$ cat src/rtl/imem_load_controller_pkg.sv
// Shared types and constants for the instruction-memory load controller.
// FSM encoding, the NOP word and byte-assembly helpers live here.
package imem_load_controller_pkg;

  typedef enum logic [2:0] {
    StIdle,
    StCollect,
    StWrite,
    StFlush,
    StRestart
  } state_e;

  localparam logic [31:0] NOP = 32'h0000_0000;

  // Counts 0..4 bytes of the word being assembled.
  localparam int unsigned BYTE_CNT_W = 3;

  typedef logic [BYTE_CNT_W-1:0] byte_cnt_t;

  // Move the n most recent bytes to the top of the word and zero-fill the rest.
  function automatic logic [31:0] left_justify(input logic [31:0] shift, input byte_cnt_t n);
    logic [31:0] w_res;
    case (n)
      byte_cnt_t'(1): w_res = {shift[7:0], 24'h0};
      byte_cnt_t'(2): w_res = {shift[15:0], 16'h0};
      byte_cnt_t'(3): w_res = {shift[23:0], 8'h0};
      default:        w_res = shift;
    endcase
    return w_res;
  endfunction

endpackage

$ cat src/rtl/imem_load_controller_word_assembler.sv
// Packs UART bytes into big-endian 32-bit words and tracks rx inactivity.
// Enables come from the controller FSM; this block holds no state machine.
module imem_load_controller_word_assembler
  import imem_load_controller_pkg::*;
#(
  parameter int unsigned TIMEOUT = 50000
) (
  input  logic        i_clk,
  input  logic        i_rst,
  input  logic        i_clear,
  input  logic        i_active,
  input  logic        i_accept,
  input  logic        i_word_done,
  input  logic        i_rx_valid,
  input  logic [7:0]  i_rx_data,
  output logic [31:0] o_word,
  output logic [31:0] o_partial_word,
  output logic        o_word_ready,
  output logic        o_partial_valid,
  output logic        o_timeout
);

  localparam int unsigned TO_W = (TIMEOUT > 2) ? $clog2(TIMEOUT) : 1;
  localparam logic [TO_W-1:0] TO_LAST = TO_W'(TIMEOUT - 1);

  logic [31:0]     r_shift, w_shift_next;
  byte_cnt_t       r_byte_cnt, w_byte_cnt_next, w_byte_base;
  logic [TO_W-1:0] r_timeout_cnt, w_timeout_next;

  // A word completed in the WRITE cycle restarts counting, so a byte landing
  // there becomes byte 0 of the next word.
  assign w_byte_base = i_word_done ? '0 : r_byte_cnt;

  always_comb begin
    w_shift_next    = r_shift;
    w_byte_cnt_next = r_byte_cnt;
    w_timeout_next  = r_timeout_cnt;
    if (i_clear) begin
      w_shift_next    = '0;
      w_byte_cnt_next = '0;
      w_timeout_next  = '0;
    end else begin
      if (i_word_done) begin
        w_byte_cnt_next = '0;
      end
      if (i_accept && i_rx_valid) begin
        w_shift_next    = {r_shift[23:0], i_rx_data};
        w_byte_cnt_next = w_byte_base + byte_cnt_t'(1);
      end
      if (i_active) begin
        if (i_rx_valid) begin
          w_timeout_next = '0;
        end else if (r_timeout_cnt != TO_LAST) begin
          w_timeout_next = r_timeout_cnt + TO_W'(1);
        end
      end
    end
  end

  always_ff @(posedge i_clk) begin
    if (i_rst) begin
      r_shift       <= '0;
      r_byte_cnt    <= '0;
      r_timeout_cnt <= '0;
    end else begin
      r_shift       <= w_shift_next;
      r_byte_cnt    <= w_byte_cnt_next;
      r_timeout_cnt <= w_timeout_next;
    end
  end

  assign o_word          = r_shift;
  assign o_partial_word  = left_justify(r_shift, r_byte_cnt);
  assign o_word_ready    = i_accept && i_rx_valid && !i_word_done
                           && (r_byte_cnt == byte_cnt_t'(3));
  assign o_partial_valid = (r_byte_cnt != '0);
  assign o_timeout       = (r_timeout_cnt == TO_LAST) && !i_rx_valid;

endmodule

$ cat src/rtl/imem_load_controller.sv
// Shares the instruction memory port between CPU fetch and a UART program load,
// holding the pipeline on NOP during the load and pulsing restart at the end.
module imem_load_controller
  import imem_load_controller_pkg::*;
#(
  parameter int unsigned ADDR_W  = 14,
  parameter int unsigned TIMEOUT = 50000
) (
  input  logic              i_clk,
  input  logic              i_rst,
  input  logic              i_load_start,
  input  logic              i_load_end,
  input  logic              i_rx_valid,
  input  logic [7:0]        i_rx_data,
  input  logic [31:0]       i_cpu_pc,
  output logic [31:0]       o_cpu_instruction,
  output logic              o_cpu_no_op,
  output logic              o_cpu_restart,
  output logic [ADDR_W-1:0] o_mem_addr,
  output logic              o_mem_we,
  output logic [31:0]       o_mem_wdata,
  input  logic [31:0]       i_mem_rdata,
  output logic              o_load_busy,
  output logic [ADDR_W:0]   o_loaded_words,
  output logic              o_load_overflow
);

  localparam int unsigned LW = ADDR_W + 1;

  state_e            r_state, w_state_next;
  logic [ADDR_W-1:0] r_addr;
  logic [LW-1:0]     r_loaded_words;
  logic              r_overflow;

  logic        w_idle, w_collect, w_write, w_full;
  logic        w_clear, w_active, w_accept, w_inc, w_ovf_set;
  logic        w_mem_we;
  logic [31:0] w_mem_wdata, w_word, w_partial_word;
  logic        w_word_ready, w_partial_valid, w_timeout;
  logic        w_unused_pc;

  assign w_idle    = (r_state == StIdle);
  assign w_collect = (r_state == StCollect);
  assign w_write   = (r_state == StWrite);
  // loaded_words never exceeds 2**ADDR_W, so its top bit alone marks full.
  assign w_full    = r_loaded_words[ADDR_W];

  assign w_clear   = w_idle && i_load_start;
  assign w_active  = w_collect || w_write;
  // load_end wins over a same-cycle byte; a full memory swallows bytes.
  assign w_accept  = (w_collect && !i_load_end && !w_full) || w_write;
  assign w_ovf_set = w_collect && i_rx_valid && w_full;

  imem_load_controller_word_assembler #(
    .TIMEOUT (TIMEOUT)
  ) u_word_assembler (
    .i_clk           (i_clk),
    .i_rst           (i_rst),
    .i_clear         (w_clear),
    .i_active        (w_active),
    .i_accept        (w_accept),
    .i_word_done     (w_write),
    .i_rx_valid      (i_rx_valid),
    .i_rx_data       (i_rx_data),
    .o_word          (w_word),
    .o_partial_word  (w_partial_word),
    .o_word_ready    (w_word_ready),
    .o_partial_valid (w_partial_valid),
    .o_timeout       (w_timeout)
  );

  always_comb begin
    w_state_next = r_state;
    w_mem_we     = 1'b0;
    w_mem_wdata  = NOP;
    w_inc        = 1'b0;
    case (r_state)
      StIdle: begin
        if (i_load_start) begin
          w_state_next = StCollect;
        end
      end
      StCollect: begin
        if (i_load_end || w_timeout) begin
          w_state_next = StFlush;
        end else if (w_word_ready) begin
          w_state_next = StWrite;
        end
      end
      StWrite: begin
        if (!w_full) begin
          w_mem_we    = 1'b1;
          w_mem_wdata = w_word;
          w_inc       = 1'b1;
        end
        w_state_next = StCollect;
      end
      StFlush: begin
        if (w_partial_valid && !w_full) begin
          w_mem_we    = 1'b1;
          w_mem_wdata = w_partial_word;
          w_inc       = 1'b1;
        end
        w_state_next = StRestart;
      end
      StRestart: begin
        w_state_next = StIdle;
      end
      default: begin
        w_state_next = StIdle;
      end
    endcase
  end

  always_ff @(posedge i_clk) begin
    if (i_rst) begin
      r_state        <= StIdle;
      r_addr         <= '0;
      r_loaded_words <= '0;
      r_overflow     <= 1'b0;
    end else begin
      r_state <= w_state_next;
      if (w_clear) begin
        r_addr         <= '0;
        r_loaded_words <= '0;
        r_overflow     <= 1'b0;
      end else begin
        if (w_inc) begin
          r_addr         <= r_addr + ADDR_W'(1);
          r_loaded_words <= r_loaded_words + LW'(1);
        end
        if (w_ovf_set) begin
          r_overflow <= 1'b1;
        end
      end
    end
  end

  assign o_mem_addr        = w_idle ? i_cpu_pc[ADDR_W+1:2] : r_addr;
  assign o_cpu_instruction = w_idle ? i_mem_rdata : NOP;
  assign o_cpu_no_op       = !w_idle;
  assign o_cpu_restart     = (r_state == StRestart);
  assign o_load_busy       = !w_idle;
  assign o_mem_we          = w_mem_we;
  assign o_mem_wdata       = w_mem_wdata;
  assign o_loaded_words    = r_loaded_words;
  assign o_load_overflow   = r_overflow;

  // Byte offset and bits above the memory range play no part in fetch.
  assign w_unused_pc = ^{i_cpu_pc[31:ADDR_W+2], i_cpu_pc[1:0]};

endmodule
$ cat config.mk
export PLATFORM = sky130hd
export DESIGN_NAME = imem_load_controller
export DESIGN_NICKNAME = d
export VERILOG_FILES = /design/src/rtl/imem_load_controller_pkg.sv /design/src/rtl/imem_load_controller_word_assembler.sv /design/src/rtl/imem_load_controller.sv
export SDC_FILE = /design/constraint.sdc
export NUM_CORES = 1
export LEC_CHECK = 0
export CAP_MARGIN = 20
export CORE_UTILIZATION = 25
export CTS_CLUSTER_DIAMETER = 60
export CTS_CLUSTER_SIZE = 10
export DETAILED_ROUTE_END_ITERATION = 12
export PLACE_DENSITY = 0.53
export SLEW_MARGIN = 20
export SYNTH_ARGS = -nofsm -noshare
export SYNTH_HDL_FRONTEND = slang
export SYNTH_SLANG_ARGS = --single-unit
$ cat constraint.sdc
create_clock -name i_clk -period 6.2 [get_ports i_clk]
set_clock_uncertainty 0.15 [all_clocks]
set_input_delay 0.93 -clock i_clk [delete_from_list [all_inputs] [get_ports i_clk]]
set_output_delay 0.93 -clock i_clk [all_outputs]
set_load 0.01 [all_outputs]
Word-level counts from Yosys, hierarchy flattened:

Index checks and enable logic that the tools add are counted.

* input bits: 77
* logic and storage cells: 63
* bits in registers: 84

* add/subtract/negate cells: 4
* eq/ne operators: 11
* reductions and logical operators: 24
* muxes and demuxes: 17

Operator list (number)
* 32-bit two-way mux: 3
* 32-bit case mux with 3 select lines: 1
* 32-bit case mux with 2 select lines: 1
* 16-bit two-way mux: 2
* 16-bit by 1-bit adder with 16-bit output, second input constant: 1
* 16-bit == test, second input constant: 1
* 16-bit inequality test, second input constant: 1
* 15-bit by 1-bit adder with 15-bit output, second input constant: 1
* 3-bit two-way mux: 5
* 14-bit by 1-bit adder with 14-bit output, second input constant: 1
* 14-bit two-way mux: 1
* 3-bit by 2-bit == test with 1-bit output, second input constant: 4
* 3-bit case mux with 4 select lines: 1
* 1-bit logical AND: 10
* 3-bit by 1-bit == test with 1-bit output, second input constant: 2
* 1-bit logical NOT: 5
* 2-bit AND reduction: 2
* 3-bit by 1-bit adder with 3-bit output, second input constant: 1
* 3-bit == test, second input constant: 1
* 3-bit logical NOT: 1
* 1-bit logical OR: 3
* 3-bit by 1-bit inequality test with 1-bit output, second input constant: 1
* 3-bit nonzero test: 1
* 1-bit two-way mux: 2
* 4 further kinds: 4

Depth between registers and ports, before layout:

* depth after elaboration: 10
* mapped depth: 7
* gate-level depth less buffers: 6

Hierarchy:

A second synthesis with hierarchy kept.

* cells, all modules: 652
* area, all modules: 5086.1 sq um

Modules (own cells, without submodules)
* imem_load_controller_word_assembler: sequential area each 1021.0 sq um, instances 1, area each 2854.0 sq um, cells an instance 375
* imem_load_controller: sequential area each 660.6 sq um, instances 1, area each 2232.1 sq um, cells an instance 277

Least setup slack after synthesis:

Ideal clock, no wire load.

* path type: register to output
* from: reg r_state[0]
* to: out o_mem_wdata[30]
* cell stages (with the launch flop): 7
* slack: 3.310 ns
* arrival time: 1.810 ns
* required time: 5.120 ns
* path through: dfxtp_1 > buf_2 > nand2_1 > or4_1 > clkbuf_1 > nor2_1 > a22o_1

* longest elaborated chain between the ends: 2
* elaborated cells between the ends (all ways): 3

RTL lines
* start, declared: line imem_load_controller.sv:30 `state_e r_state, w_state_next;`
* start signal, assigned: line imem_load_controller.sv:117 `r_state <= StIdle;`
* start signal, assigned: line imem_load_controller.sv:122 `r_state <= w_state_next;`
* 3-bit by 2-bit == test with 1-bit output: line imem_load_controller.sv:77 `case (r_state)`
* 32-bit case mux with 2 select lines *: line imem_load_controller.sv:77
* end, declared: line imem_load_controller.sv:21 `output logic [31:0] o_mem_wdata,`

Every way passes the cells marked *; elsewhere a longest branch is shown, timed or not.

Worst setup path after layout:

* from: reg u_word_assembler.r_byte_cnt[1]
* to: out o_mem_wdata[30]

* longest elaborated chain between the ends: 4
* elaborated cells between the ends (all ways): 8

RTL lines
* start, declared: line imem_load_controller_word_assembler.sv:27 `byte_cnt_t r_byte_cnt, w_byte_cnt_next, w_byte_base;`
* start signal, assigned: line imem_load_controller_word_assembler.sv:67 `r_byte_cnt <= w_byte_cnt_next;`
* 3-bit by 2-bit == test with 1-bit output, or another cell as far along: line imem_load_controller_pkg.sv:23 `case (n)`
* 32-bit case mux with 3 select lines or 1-bit logical AND (tied branches): line imem_load_controller_pkg.sv:23, imem_load_controller.sv:99
* 32-bit two-way mux *: line imem_load_controller.sv:99 `if (w_partial_valid && !w_full) begin`
* 32-bit case mux with 2 select lines *: line imem_load_controller.sv:77

Marked as above.

==> run_results.csv <==
group,metric,value,unit
yosys,synth_seq_area_share,0.3648,
min_path,min_path_cells,2,
final_layout,drive_gt1_frac,0.05714,
sta,finalHoldViolCount,0,
floorplanning,ios,175,
clock_network,clk_pin_slew,0.06,ns
placed_design,portBuffers,156,
sta,setup_violations,0,
placed_design,hpwl,9893,um
grt,grt_pass1_vias,4434,
final_layout,syn_to_final_growth,44.79,%
yosys,syn_inst,600,
power_and_ir_drop,leakagePower,2.126,nW
sta,tightest_slew,0.9891,ns
floorplanning,die_y,137.8,um
sta,clock.fmax,0.2206,GHz
clock_network,post_cts_buffers,0,
status,status,"finished clean",
final_layout,final_common_cell,"clkdlybuf4s50_1",
setup_path,crit_slowest_cell,"dfxtp_1",
floorplanning,start_util,0.2557,
sta,relSlewSlack,0.3381,
clock_network,cts_made_buffers,9,
sta,fin_tns_setup,0,ns
setup_path,worstSetupStartpointType,"flip-flop",
clock_network,clk_latency,0.34,ns
sta,whs,0.3067,ns
setup_path,worst_setup_path_end_kind,"primary output",
sta,final-max-slew-violation-count,0,
setup_path,path_cells,"nand2b_1 > or4_1 > nor2_1 > a22o_1 > clkdlybuf4s50_1",
detailed_routing,drt_iter0_drc,247,
min_path,worstHoldEndpoint,"u_word_assembler.o_word[28]",
yosys,synth.avg_cell_area,7.682,um2
setup_path,path_class,"flip-flop to primary output",
detailed_routing,route.detailed.drc,0,
grt,grt_overflow,0,
sta,fin_crit_sh,0.7311,
final_layout,diodes,0,
yosys,yosysWarnings,0,
clock_network,clock-root-buffer,"clkbuf_16",
yosys,synth_edf_count,0,
clock_network,cts_buffer_depth,2,
grt,antenna_found_initial,0,
setup_path,reg2reg_depth,4,
yosys,ys_ff_latch,84,
yosys,synth-main-ff-cell,"dfxtp_1",
placed_design,gp_congestion,0.7634,
min_path,hold_path.class,"flip-flop to flip-flop",
setup_path,required,5.12,ns
setup_path,r2r-end,"r_addr[13]",
min_path,hold_path_startpoint,"u_word_assembler.o_word[28]",
detailed_routing,first_pass_iters,4,
detailed_routing,wl_per_cell,14.39,um
power_and_ir_drop,ir_worst_vdd,130.4,uV
run,cap_violations,0,
detailed_routing,ant_nets,0,
final_layout,nets,812,
yosys,async_flop_share,0,
clock_network,cts_sinks,84,
detailed_routing,vias_per_cell,4.799,
floorplanning,coreArea,18020,um2
grt,grt_start_max_net_pins,50,
yosys,synth_area,4609,um2
clock_network,h-tree-depth,3,
clock_network,postCtsResizedCells,0,
floorplanning,fp.dieW,137.8,um
setup_path,arrival,3.45,ns
setup_path,critPathBufInv,1,
grt,track_usage,0.1464,
grt,grt_pass1_wl,21800,um
detailed_routing,vias,4626,
detailed_routing,drt-total-wl,13870,um
setup_path,timing.reg2reg.setup_slack,3.54,ns
yosys,syn_nets,681,
setup_path,max_stage_delay,0.78,ns
clock_network,cts_hold_buf,0,
floorplanning,row_count,49,
sta,grt_setup_unrepaired,"no",
yosys,synth_cell_types,52,
clock_network,cts_tree,"done",
floorplanning,die-area,18980,um2
setup_path,cp_max_fo,14,
sta,period_minus_slack,4.533,ns
setup_path,critPathTopFamily,"simple AND/OR/NAND/NOR gates",
setup_path,r2r-start,"r_state[1]",
power_and_ir_drop,power_density,200.3,nW/um2
final_layout,layout.cells.most_common_list,"156 x clkdlybuf4s50_1, 114 x nand2_1, 84 x dfxtp_1",
cell families (layout without fill, tap and decap cells):
kind of cell               count (synthesis)  count (layout)  synth area share
DFF                                       84              84            0.3648
and+or+nand+nor                          283             283            0.3105
buffers and inverters                     52             187           0.04425
AOI/OAI and AO/OA                        121             121            0.1498
xor gates and xnor gates                  19              19           0.03610
muxes                                     37              37           0.08360
adders and majority gates                  4               4           0.01086
report_power, final:
group | total (mW) | internal, mW | switching (mW)
Combinational | 0.218 | 0.121 | 0.0971
Sequential | 0.552 | 0.543 | 0.00885
Clock | 0.566 | 0.349 | 0.217
per-layer routing:
metal | up-vias | global-route usage | part of all wire
met2 | 140 | 0.2496 | 0.49
met4 | 0 | 0.04710 | 0.015
met5 | - | 0 | 0
li1 | 2332 | - | -
met1 | 2139 | 0.1834 | 0.44
met3 | 15 | 0.02943 | 0.058
worst min-delay path, delay by kind of cell, from the launching register on:
family          cells  cell delay, ns
flops               1            0.31
simple gates        1            0.05
compound gates      1            0.05
synthesized netlist by cell type, drive strengths merged (3+ instances only):
cell | n | area, um2
o31ai | 4 | 30.03
nor4b | 3 | 26.28
nand3 | 13 | 65.06
xnor2 | 14 | 122.6
nor3 | 7 | 35.03
a22o | 9 | 78.83
dfxtp | 84 | 1682
nor4 | 8 | 56.30
mux2i | 25 | 250.2
a211oi | 3 | 22.52
or3 | 18 | 112.6
a21oi | 62 | 310.3
and2 | 44 | 275.3
ha | 4 | 50.05
o21ai | 31 | 155.1
and4 | 3 | 26.28
or4 | 7 | 52.55
nor2b | 5 | 31.28
xor2 | 5 | 43.79
nor2 | 33 | 123.9
nand2b | 5 | 31.28
and3 | 3 | 18.77
nand4 | 11 | 68.82
inv | 10 | 37.54
buf | 9 | 42.54
clkbuf | 32 | 120.1
nand2 | 114 | 427.9
mux2 | 12 | 135.1
flip-flops by register name (all words and copies together), names as in the netlist:
name	flops
u_word_assembler.o_word	32
o_loaded_words	15
u_word_assembler.r_byte_cnt	3
u_word_assembler.r_timeout_cnt	16
o_load_overflow	1
r_addr	14
r_state	3
metrics by stage:
step / instances / util / cell area, um2 / worst slack (ns) / power [mW]
2_1_floorplan: 600 / - / 4609 / 3.310 / 0.6640
3_3_place_gp: 949 / 0.3526 / 6355 / 2.089 / 0.7790
3_5_place_dp: 949 / 0.3526 / 6355 / 2.079 / 0.7828
4_1_cts: 964 / 0.3696 / 6661 / 1.685 / 1.354
5_1_grt: 964 / 0.3703 / 6674 / 1.527 / 1.395
6_report: 964 / 0.3703 / 6674 / 1.667 / 1.337
worst max-delay path by stage:
stage | start | endpoint | slack, ns | cells past startpoint
finish | u_word_assembler.r_byte_cnt[1] | o_mem_wdata[30] | 1.67 | 5
detailed placement | u_word_assembler.r_byte_cnt[1] | o_mem_wdata[30] | 2.08 | 5
global placement | u_word_assembler.r_byte_cnt[1] | o_mem_wdata[30] | 2.09 | 5
CTS | u_word_assembler.r_byte_cnt[1] | o_mem_wdata[30] | 1.69 | 5
global route | u_word_assembler.r_byte_cnt[1] | o_mem_wdata[30] | 1.53 | 5
floorplan | r_state[0] | o_mem_wdata[30] | 3.31 | 6
cell type report:
cell class / count / area [um2]
Clock buffer: 10 / 229.0
Inverter: 11 / 41.29
Clock inverter: 5 / 77.57
Tap cell: 229 / 286.5
Timing Repair Buffer: 161 / 1599
Multi-Input combinational cell: 464 / 2759
Sequential cell: 84 / 1682
Fill cell: 1839 / 11350
(Power assumes the default switching activity.)
